**src/rtl/pio_mailbox_pkg.sv**
```systemverilog
// Shared types and register offsets for the PIO mailbox bridge.
package pio_mailbox_pkg;

  localparam int ADDR_W = 6;

  typedef enum logic [1:0] {
    IDLE    = 2'd0,
    ASSERT  = 2'd1,
    RELEASE = 2'd2
  } chan_state_t;

  localparam logic [ADDR_W-1:0] KEY_BASE = 6'h00;
  localparam logic [ADDR_W-1:0] REQ_BASE = 6'h10;
  localparam logic [ADDR_W-1:0] GO       = 6'h20;
  localparam logic [ADDR_W-1:0] DONE     = 6'h21;
  localparam logic [ADDR_W-1:0] ERR      = 6'h22;
  localparam logic [ADDR_W-1:0] MASK     = 6'h23;

  // Word address of the n-th register in a banked window.
  function automatic logic [ADDR_W-1:0] bank_addr(input logic [ADDR_W-1:0] base, input int n);
    return base + ADDR_W'(n);
  endfunction

endpackage

```
**src/rtl/pio_mailbox_bridge_if.sv**
```systemverilog
// Avalon-MM slave bus (Nios II side) of the PIO mailbox bridge.
interface pio_mailbox_bridge_if;
  logic [5:0]  avs_address;
  logic        avs_read;
  logic        avs_write;
  logic [31:0] avs_writedata;
  logic [31:0] avs_readdata;

  modport master (
    output avs_address, avs_read, avs_write, avs_writedata,
    input  avs_readdata
  );

  modport slave (
    input  avs_address, avs_read, avs_write, avs_writedata,
    output avs_readdata
  );
endinterface

```
**src/rtl/pio_handshake_channel.sv**
```systemverilog
// One 4-phase write_switch/wdone handshake channel with per-phase timeout.
module pio_handshake_channel
  import pio_mailbox_pkg::*;
#(
  parameter int TIMEOUT = 1024
) (
  input  logic clk,
  input  logic rst_n,
  input  logic i_go,
  input  logic i_wdone,
  output logic o_busy,
  output logic o_write_switch,
  output logic o_done_pulse,
  output logic o_err_pulse
);

  localparam int CNT_W = (TIMEOUT > 0) ? $clog2(TIMEOUT + 1) : 1;
  localparam bit TO_EN = (TIMEOUT > 0);
  localparam logic [CNT_W-1:0] CNT_LAST = CNT_W'((TIMEOUT > 0) ? TIMEOUT - 1 : 0);

  chan_state_t      r_state;
  logic [CNT_W-1:0] r_cnt;
  logic             r_busy;
  logic             r_ws;
  logic             r_done;
  logic             r_err;
  logic             w_timeout;

  // The counter holds cycles already spent in the phase, so the phase lasts exactly TIMEOUT cycles.
  assign w_timeout = TO_EN && (r_cnt == CNT_LAST);

  always_ff @(posedge clk or negedge rst_n) begin
    if (!rst_n) begin
      r_state <= IDLE;
      r_cnt   <= '0;
      r_busy  <= 1'b0;
      r_ws    <= 1'b0;
      r_done  <= 1'b0;
      r_err   <= 1'b0;
    end else begin
      r_done <= 1'b0;
      r_err  <= 1'b0;
      case (r_state)
        IDLE: begin
          r_cnt <= '0;
          if (i_go) begin
            if (i_wdone) begin
              r_err <= 1'b1;
            end else begin
              r_state <= ASSERT;
              r_ws    <= 1'b1;
              r_busy  <= 1'b1;
            end
          end
        end
        ASSERT: begin
          if (i_wdone) begin
            r_state <= RELEASE;
            r_ws    <= 1'b0;
            r_cnt   <= '0;
          end else if (w_timeout) begin
            r_state <= IDLE;
            r_ws    <= 1'b0;
            r_busy  <= 1'b0;
            r_err   <= 1'b1;
            r_cnt   <= '0;
          end else begin
            r_cnt <= r_cnt + CNT_W'(1);
          end
        end
        RELEASE: begin
          if (!i_wdone) begin
            r_state <= IDLE;
            r_busy  <= 1'b0;
            r_done  <= 1'b1;
            r_cnt   <= '0;
          end else if (w_timeout) begin
            r_state <= IDLE;
            r_busy  <= 1'b0;
            r_err   <= 1'b1;
            r_cnt   <= '0;
          end else begin
            r_cnt <= r_cnt + CNT_W'(1);
          end
        end
        default: begin
          r_state <= IDLE;
          r_ws    <= 1'b0;
          r_busy  <= 1'b0;
          r_cnt   <= '0;
        end
      endcase
    end
  end

  assign o_busy         = r_busy;
  assign o_write_switch = r_ws;
  assign o_done_pulse   = r_done;
  assign o_err_pulse    = r_err;

endmodule

```
**src/rtl/pio_mailbox_bridge.sv**
```systemverilog
// Avalon-MM mailbox: key slots, per-channel request words, handshake channels, sticky status.
// Optional interrupt logic is built when PIO_MAILBOX_IRQ_EN is defined.
module pio_mailbox_bridge
  import pio_mailbox_pkg::*;
#(
  parameter int NUM_KEYS = 2,
  parameter int KEY_W    = 16,
  parameter int NUM_CH   = 1,
  parameter int REQ_W    = 32,
  parameter int TIMEOUT  = 1024
) (
  input  logic                       clk_clk,
  input  logic                       reset_reset_n,
  pio_mailbox_bridge_if.slave        avs,
  output logic [NUM_KEYS*KEY_W-1:0]  keycode_export,
  output logic [NUM_CH*REQ_W-1:0]    data_request_export,
  output logic [NUM_CH-1:0]          write_switch_export,
  input  logic [NUM_CH-1:0]          wdone_export,
  output logic                       irq
);

  logic [KEY_W-1:0]  r_key [NUM_KEYS];
  logic [REQ_W-1:0]  r_req [NUM_CH];
  logic [NUM_CH-1:0] r_done;
  logic [NUM_CH-1:0] r_err;
  logic [31:0]       r_readdata;
  logic [31:0]       w_rdata;

  logic [NUM_CH-1:0] w_busy;
  logic [NUM_CH-1:0] w_go;
  logic [NUM_CH-1:0] w_done_set;
  logic [NUM_CH-1:0] w_err_set;
  logic [NUM_CH-1:0] w_done_w1c;
  logic [NUM_CH-1:0] w_err_w1c;
  logic              w_wr_go;

  assign w_wr_go    = avs.avs_write && (avs.avs_address == GO);
  assign w_go       = w_wr_go ? avs.avs_writedata[NUM_CH-1:0] : '0;
  assign w_done_w1c = (avs.avs_write && (avs.avs_address == DONE)) ? avs.avs_writedata[NUM_CH-1:0] : '0;
  assign w_err_w1c  = (avs.avs_write && (avs.avs_address == ERR))  ? avs.avs_writedata[NUM_CH-1:0] : '0;

  always_ff @(posedge clk_clk or negedge reset_reset_n) begin
    if (!reset_reset_n) begin
      for (int k = 0; k < NUM_KEYS; k++) r_key[k] <= '0;
      for (int c = 0; c < NUM_CH; c++)   r_req[c] <= '0;
    end else if (avs.avs_write) begin
      for (int k = 0; k < NUM_KEYS; k++) begin
        if (avs.avs_address == bank_addr(KEY_BASE, k))
          r_key[k] <= avs.avs_writedata[KEY_W-1:0];
      end
      // A busy channel keeps its request word frozen for the fabric.
      for (int c = 0; c < NUM_CH; c++) begin
        if ((avs.avs_address == bank_addr(REQ_BASE, c)) && !w_busy[c])
          r_req[c] <= avs.avs_writedata[REQ_W-1:0];
      end
    end
  end

  genvar gi;
  generate
    for (gi = 0; gi < NUM_KEYS; gi++) begin : g_key
      assign keycode_export[gi*KEY_W +: KEY_W] = r_key[gi];
    end

    for (gi = 0; gi < NUM_CH; gi++) begin : g_ch
      assign data_request_export[gi*REQ_W +: REQ_W] = r_req[gi];

      pio_handshake_channel #(
        .TIMEOUT (TIMEOUT)
      ) u_chan (
        .clk            (clk_clk),
        .rst_n          (reset_reset_n),
        .i_go           (w_go[gi]),
        .i_wdone        (wdone_export[gi]),
        .o_busy         (w_busy[gi]),
        .o_write_switch (write_switch_export[gi]),
        .o_done_pulse   (w_done_set[gi]),
        .o_err_pulse    (w_err_set[gi])
      );
    end
  endgenerate

  // A status event landing on the same edge as a W1C keeps the bit set.
  always_ff @(posedge clk_clk or negedge reset_reset_n) begin
    if (!reset_reset_n) begin
      r_done <= '0;
      r_err  <= '0;
    end else begin
      r_done <= (r_done & ~w_done_w1c) | w_done_set;
      r_err  <= (r_err  & ~w_err_w1c)  | w_err_set;
    end
  end

`ifdef PIO_MAILBOX_IRQ_EN
  logic [NUM_CH-1:0] r_mask;
  logic              r_irq;

  always_ff @(posedge clk_clk or negedge reset_reset_n) begin
    if (!reset_reset_n) begin
      r_mask <= '0;
      r_irq  <= 1'b0;
    end else begin
      if (avs.avs_write && (avs.avs_address == MASK))
        r_mask <= avs.avs_writedata[NUM_CH-1:0];
      r_irq <= |((r_done | r_err) & r_mask);
    end
  end

  assign irq = r_irq;
`else
  assign irq = 1'b0;
`endif

  always_comb begin
    w_rdata = '0;
    for (int k = 0; k < NUM_KEYS; k++) begin
      if (avs.avs_address == bank_addr(KEY_BASE, k))
        w_rdata[KEY_W-1:0] = r_key[k];
    end
    for (int c = 0; c < NUM_CH; c++) begin
      if (avs.avs_address == bank_addr(REQ_BASE, c))
        w_rdata[REQ_W-1:0] = r_req[c];
    end
    case (avs.avs_address)
      GO:      w_rdata[NUM_CH-1:0] = w_busy;
      DONE:    w_rdata[NUM_CH-1:0] = r_done;
      ERR:     w_rdata[NUM_CH-1:0] = r_err;
`ifdef PIO_MAILBOX_IRQ_EN
      MASK:    w_rdata[NUM_CH-1:0] = r_mask;
`endif
      default: ;
    endcase
  end

  always_ff @(posedge clk_clk or negedge reset_reset_n) begin
    if (!reset_reset_n)
      r_readdata <= '0;
    else if (avs.avs_read)
      r_readdata <= w_rdata;
  end

  assign avs.avs_readdata = r_readdata;

endmodule

```
**src/flat_wrapper.sv**
```systemverilog
// flat-port wrapper written by rule: the top's interface ports become plain ports
module pio_mailbox_bridge_flat import pio_mailbox_pkg::*;
#(
  parameter int NUM_KEYS = 2,
  parameter int KEY_W    = 16,
  parameter int NUM_CH   = 1,
  parameter int REQ_W    = 32,
  parameter int TIMEOUT  = 1024
)
  (clk_clk, reset_reset_n, keycode_export, data_request_export, write_switch_export, wdone_export, irq, avs_avs_address, avs_avs_read, avs_avs_write, avs_avs_writedata, avs_avs_readdata);
  pio_mailbox_bridge_if avs_i ();
  input  logic clk_clk;
  input  logic reset_reset_n;
  output logic [NUM_KEYS*KEY_W-1:0] keycode_export;
  output logic [NUM_CH*REQ_W-1:0] data_request_export;
  output logic [NUM_CH-1:0] write_switch_export;
  input  logic [NUM_CH-1:0] wdone_export;
  output logic irq;
  input wire logic [$bits(avs_i.avs_address)-1:0] avs_avs_address;
  input wire logic [$bits(avs_i.avs_read)-1:0] avs_avs_read;
  input wire logic [$bits(avs_i.avs_write)-1:0] avs_avs_write;
  input wire logic [$bits(avs_i.avs_writedata)-1:0] avs_avs_writedata;
  output wire logic [$bits(avs_i.avs_readdata)-1:0] avs_avs_readdata;
  assign avs_i.avs_address = avs_avs_address;
  assign avs_i.avs_read = avs_avs_read;
  assign avs_i.avs_write = avs_avs_write;
  assign avs_i.avs_writedata = avs_avs_writedata;
  assign avs_avs_readdata = avs_i.avs_readdata;
  pio_mailbox_bridge #(.NUM_KEYS(NUM_KEYS), .KEY_W(KEY_W), .NUM_CH(NUM_CH), .REQ_W(REQ_W), .TIMEOUT(TIMEOUT)) u_core (.clk_clk(clk_clk), .reset_reset_n(reset_reset_n), .avs(avs_i), .keycode_export(keycode_export), .data_request_export(data_request_export), .write_switch_export(write_switch_export), .wdone_export(wdone_export), .irq(irq));
endmodule
```
**config.mk**
```make
export PLATFORM = sky130hd
export DESIGN_NAME = pio_mailbox_bridge_flat
export DESIGN_NICKNAME = d
export VERILOG_FILES = /design/src/rtl/pio_mailbox_pkg.sv /design/src/rtl/pio_mailbox_bridge_if.sv /design/src/rtl/pio_handshake_channel.sv /design/src/rtl/pio_mailbox_bridge.sv /design/src/flat_wrapper.sv
export SDC_FILE = /design/constraint.sdc
export NUM_CORES = 1
export LEC_CHECK = 0
export ABC_CLOCK_PERIOD_IN_PS = 1700
export CORE_MARGIN = 4
export CORE_UTILIZATION = 43
export CTS_CLUSTER_SIZE = 10
export DETAILED_ROUTE_END_ITERATION = 10
export GPL_TIMING_DRIVEN = 0
export PLACE_DENSITY = 0.86
export SLEW_MARGIN = 10
export SYNTH_ARGS = -nofsm -noshare
export SYNTH_HDL_FRONTEND = slang
export SYNTH_SLANG_ARGS = --single-unit
```
**constraint.sdc**
```tcl
create_clock -name clk_clk -period 1.7 [get_ports clk_clk]
set_input_delay 0.255 -clock clk_clk [delete_from_list [all_inputs] [get_ports clk_clk]]
set_output_delay 0.255 -clock clk_clk [all_outputs]
set_load 0.01 [all_outputs]
```
# == Word level (Yosys, flattened, before mapping) ==
# Index checks and enable logic that the tools add are counted.
# Widths: inputs -> output; s select.
# totals
register_bits,115
input_bits,43
output_inout_bits,98
wordCells,79
# op_classes
add_sub_neg,1
eq_ne,12
n_mux,34
n_bitwise,7
n_reduce_logical,13
# ops
cell,count
$mux 11,3
$mux 16,2
$mux 32,1
$pmux 11 s2,1
$eq 6x6->1 const B,3
$mux 1,17
$pmux 1 s3,4
$add 11x1->11 const B,1
$eq 11x10->1 const B,1
$mux 2,5
$reduce_and 2->1,4
$eq 6x1->1 const B,1
$eq 6x5->1 const B,1
$logic_not 6->1,1
$ne 2x2->1 const B,3
$pmux 2 s3,1
$logic_and 1x1->1,4
$reduce_and 4->1,1
$ne 3x3->1 const B,1
$not 1->1,3
$reduce_and 3->1,1
$and 1x1->1,2
$eq 2x1->1 const B,1
$eq 2x2->1 const B,1
3 further kinds,4

# == Logic depth before layout (Yosys ltp) ==
# depth
ltp_word,6
ltp_mapped,7
mapped_depth_nobuf,6

# == By module ==
# Synthesis repeated with hierarchy kept, for this count alone.
# unflattened
hier_cells,397
area_unflattened_um2,4993.5
# by_module_without_submodules
module,n_inst,cells_each,area_each_um2,seq_area_each_um2
pio_mailbox_bridge,1,306,4103.9,2452.4
pio_handshake_channel,1,91,889.6,425.4

# == Least setup slack after synthesis ==
# Ideal clock, no wire load.
# synth_path
path_type,input to register
from,input avs_avs_address[0]
to,"register u_core.r_key, in the netlist u_core.keycode_export[0]"
t_arrival_ns,1.957
t_required_ns,1.575
path_slack_ns,-0.382
cell_stages,6
path_cell_list,or4_1 nand2b_1 buf_2 nor3b_4 buf_4 mux2_2
# synth_via
elab_chain_len,2
# synth_rtl
item,line_no,rtl
start: declaration,flat_wrapper.sv:19,input wire logic [$bits(avs_i.avs_address)-1:0] avs_avs_address;
$logic_not 6->1,pio_mailbox_bridge.sv:48,"if (avs.avs_address == bank_addr(KEY_BASE, k))"
$reduce_and 2->1 (no source line),n/a,
end signal: indexed assignment,pio_mailbox_bridge.sv:49,r_key[k] <= avs.avs_writedata[KEY_W-1:0];
end: declaration,pio_mailbox_bridge.sv:22,logic [KEY_W-1:0] r_key [NUM_KEYS];
# No other way between the ends.
# A chain may end at the register's enable or synchronous reset.

# == Worst setup path after layout ==
# layout_path
from,input avs_avs_address[1]
to,"register u_core.r_req, in the netlist u_core.data_request_export[15]"
# layout_via
elab_chain_len,3
# layout_rtl
item,line_no,rtl
$eq 6x5->1,pio_mailbox_bridge.sv:53,"if ((avs.avs_address == bank_addr(REQ_BASE, c)) && !w_busy[c])"
$logic_and 1x1->1,pio_mailbox_bridge.sv:53,
$reduce_and 2->1 (no source line),n/a,
end signal: indexed assignment,pio_mailbox_bridge.sv:54,r_req[c] <= avs.avs_writedata[REQ_W-1:0];
end: declaration,pio_mailbox_bridge.sv:23,logic [REQ_W-1:0] r_req [NUM_CH];
# No other way between the ends.

==> results.sh <==
export IMPL_setup_viol=30
export IMPL_io_pins=141
export IMPL_final_area_mm2=0.00768
export IMPL_core_area_mm2=0.0115
export IMPL_synth_flop_cell="dfrtp_1"
export IMPL_vias_per_cell=5.43
export IMPL_synth_area_mm2=0.00504
export IMPL_vias=3890
export IMPL_cts_tree="done"
export IMPL_ys_seq_area_share_pct=57.1
export IMPL_p_leak_nw=3.57
export IMPL_gp_congestion=0.869
export IMPL_hold_end="u_core.keycode_export[0]"
export IMPL_max_freq_mhz=563
export IMPL_drive_above_1_share_pct=25.7
export IMPL_tightest_slew_ps=628
export IMPL_critPathLaunchType="input port"
export IMPL_whs_path_depth=2
export IMPL_rsz0062_at_grt="yes"
export IMPL_wl_um=14300
export IMPL_area_growth_pct=52.3
export IMPL_setup_worst_path_class="in -> reg"
export IMPL_clockBufferDepth=2
export IMPL_grt_start_max_net_pins=74
export IMPL_power_density_mw_per_mm2=1120
export IMPL_cts_sinks=115
export IMPL_fin_util_pct=67.0
export IMPL_irDropWorstVdd_mv=1.31
export IMPL_cpMaxStageDelayCell="or4_4"
export IMPL_arrival_ps=2070
export IMPL_yosysUniqueCellTypes=43
export IMPL_crit_required_ps=1990
export IMPL_hold_violations=0
export IMPL_power_mw=8.63
export IMPL_wire_per_inst_um=20.0
export IMPL_avgSynthCellArea_um2=12.9
export IMPL_synthCells=390
export IMPL_min_period_ps=1780
export IMPL_drv_slew=0
export IMPL_layout_common_cells="clkdlybuf4s50_1 (130), dfrtp_1 (114), nor2_1 (46), mux2_4 (39), mux2_2 (26)"
export IMPL_antenna_found_initial=0
export IMPL_r2r_end="u_core.g_ch[0].u_chan.r_state[0]"
export IMPL_finalCritPeriodShare_pct=105
export IMPL_crit_chain="buf_8 > or4_4 > nand3b_4 > or3b_4 > buf_12 > buf_12 > mux2_4"
export IMPL_async_flop_share_pct=100
export IMPL_hold_worst_slack_ps=269
export IMPL_dp_cells=672
export IMPL_root_buffer="clkbuf_16"
export IMPL_status="finished, violations left"
export IMPL_skew_ps=5.30
export IMPL_drt_pass1_iter_count=4
export IMPL_cap_violations=0
export IMPL_reg2reg_setup_slack_ps=80
export IMPL_failed_checks="negative setup slack"
export IMPL_die_area_mm2=0.0135
export IMPL_cp_max_fo=8
export IMPL_cts_buffers=17
export IMPL_cpMostUsedCell="buf_12"
export IMPL_remaining_drc_errors=0
export IMPL_fin_cells=716
export IMPL_final_antenna_net_count=0
export IMPL_synth_edf_count=0
export IMPL_layout_commonest_cell="clkdlybuf4s50_1"
export IMPL_first_iter_violations=244
export IMPL_hpwl_um=9550
export IMPL_setup_ws_ps=-77.6
export IMPL_nNetsFinal=608
export IMPL_hp_start="avs_avs_writedata[0]"
export IMPL_fp_dieW_um=116
export IMPL_min_path_type="in -> reg"
export IMPL_reg2reg_depth=6
export IMPL_cpPeakStageDelay_ps=530
export IMPL_maxSlewHeadroom_pct=58.1
export IMPL_rows=39
export IMPL_ys_ff_latch=115
export IMPL_die_y_um=116
export IMPL_grt_pass1_vias=4157
export IMPL_placed_area_mm2=0.00673
export IMPL_syn_num_nets=438
export IMPL_antenna_cells=0
export IMPL_grt_pass1_wl_um=22100
export IMPL_initial_core_util_pct=44.0
export IMPL_rr_startpoint="u_core.g_ch[0].u_chan.r_cnt[0]"
export IMPL_cp_end_kind="flop"
export IMPL_dp_slack_ps=-1150
export IMPL_grt_use_total_pct=21.5
export IMPL_path_clk_slew_ps=50
export IMPL_clk_latency_ps=410
export IMPL_grt_overflow=0
export IMPL_yosysWarnings=0
export IMPL_final_setup_tns_ps=-2040
export IMPL_io_buffers=138
export IMPL_htreeDepth=4
## how the worst max path moves through the flow
| stage | from | slack, ps | end |
|---|---|---|---|
| floorplan | avs_avs_address[0] | -330 | u_core.data_request_export[10] |
| global placement | reset_reset_n | -3830 | u_core.g_ch[0].u_chan.r_cnt[0] |
| detailed placement | avs_avs_address[0] | -1150 | u_core.keycode_export[0] |
| CTS | avs_avs_address[0] | -70 | u_core.data_request_export[15] |
| global route | avs_avs_address[1] | -100 | u_core.data_request_export[20] |
| finish | avs_avs_address[1] | -80 | u_core.data_request_export[15] |
## worst max-delay path, delay by kind of cell
family	cells	cell delay (ps)
buffers and inverters	3	400
multiplexers	1	290
AND/OR/NAND/NOR	3	1110
## routing by layer
metal	up-vias	routed length, µm	part of all wire, %	track usage (%)
met4	0	276	1.9	9.20
met5	-	0	0	0
met1	1965	5650	39	26.7
li1	1741	-	-	-
met2	157	7230	50	35.3
met3	27	1190	8.3	5.85
## kinds of logic (layout without fill, tap and decap cells)
family                     after synthesis  after routing  share of synthesized area [%]
adders and majority gates                5              5                           1.24
AOI/OAI and AO/OA                       68             68                           10.8
DFF                                    115            115                           57.1
muxes                                   67             67                           17.2
buffers and inverters                   30            213                           3.03
xor gates and xnor gates                 8              8                           1.39
and+or+nand+nor                         96             96                           9.21
other                                    1              1                         0.0744
## flip-flops by register name (all words and copies together), names as in the netlist
register	count
u_core.r_done	1
u_core.g_ch.u_chan.r_state	2
u_core.g_ch.u_chan.r_cnt	11
u_core.keycode_export	32
u_core.g_ch.u_chan.o_write_switch	1
u_core.data_request_export	32
u_core.g_ch.u_chan.o_err_pulse	1
u_core.g_ch.u_chan.o_busy	1
u_core.avs.avs_readdata	32
u_core.r_err	1
u_core.g_ch.u_chan.o_done_pulse	1
## where the power goes
| part | switching (mW) | total [mW] | leakage (nW) | internal, mW |
|---|---|---|---|---|
| clock network | 1.23 | 4.05 | 0.324 | 2.82 |
| registers | 0.224 | 3.23 | 1.56 | 3.00 |
| logic | 0.525 | 1.35 | 1.69 | 0.829 |
## cells in the mapped netlist (2+ instances only)
library cell	instances	area [µm²]
nand3_1	3	15.0
nand4_1	3	18.8
xor2_1	4	35.0
a21o_1	3	22.5
dfrtp_1	115	2880
a22oi_1	2	15.0
inv_1	7	26.3
nor2b_1	2	12.5
xnor2_1	4	35.0
nor4_1	3	18.8
a2bb2oi_1	16	140
mux2_4	30	450
nor3_1	3	15.0
mux2_2	35	394
buf_6	4	45.0
nand2_1	22	82.6
o31ai_1	19	143
nor2_1	47	176
buf_4	2	15.0
a22o_1	18	158
buf_2	2	10.0
nand2b_1	3	18.8
clkbuf_1	14	52.6
o21ai_0	4	20.0
ha_1	5	62.6
mux2i_1	2	20.0
nand3b_1	2	15.0
## cell type report
| class | count | area (µm²) |
|---|---|---|
| Sequential cell | 115 | 2880 |
| Clock buffer | 22 | 464 |
| Tap cell | 143 | 179 |
| Inverter | 7 | 26.3 |
| Buffer | 21 | 200 |
| Clock inverter | 10 | 203 |
| Timing Repair Buffer | 153 | 1590 |
| Multi-Input combinational cell | 245 | 2140 |
| Fill cell | 790 | 3790 |
## repair_timing
item                       4_1_cts  5_1_grt
gates cloned                     3        1
pin swaps                        5        4
hold endpoints to repair        42        0
setup endpoints to repair      108       73
gates resized for setup         52       16
hold buffers                     1        0
buffers inserted                 7        2
Note: power is estimated with default switching activity, not from simulation.
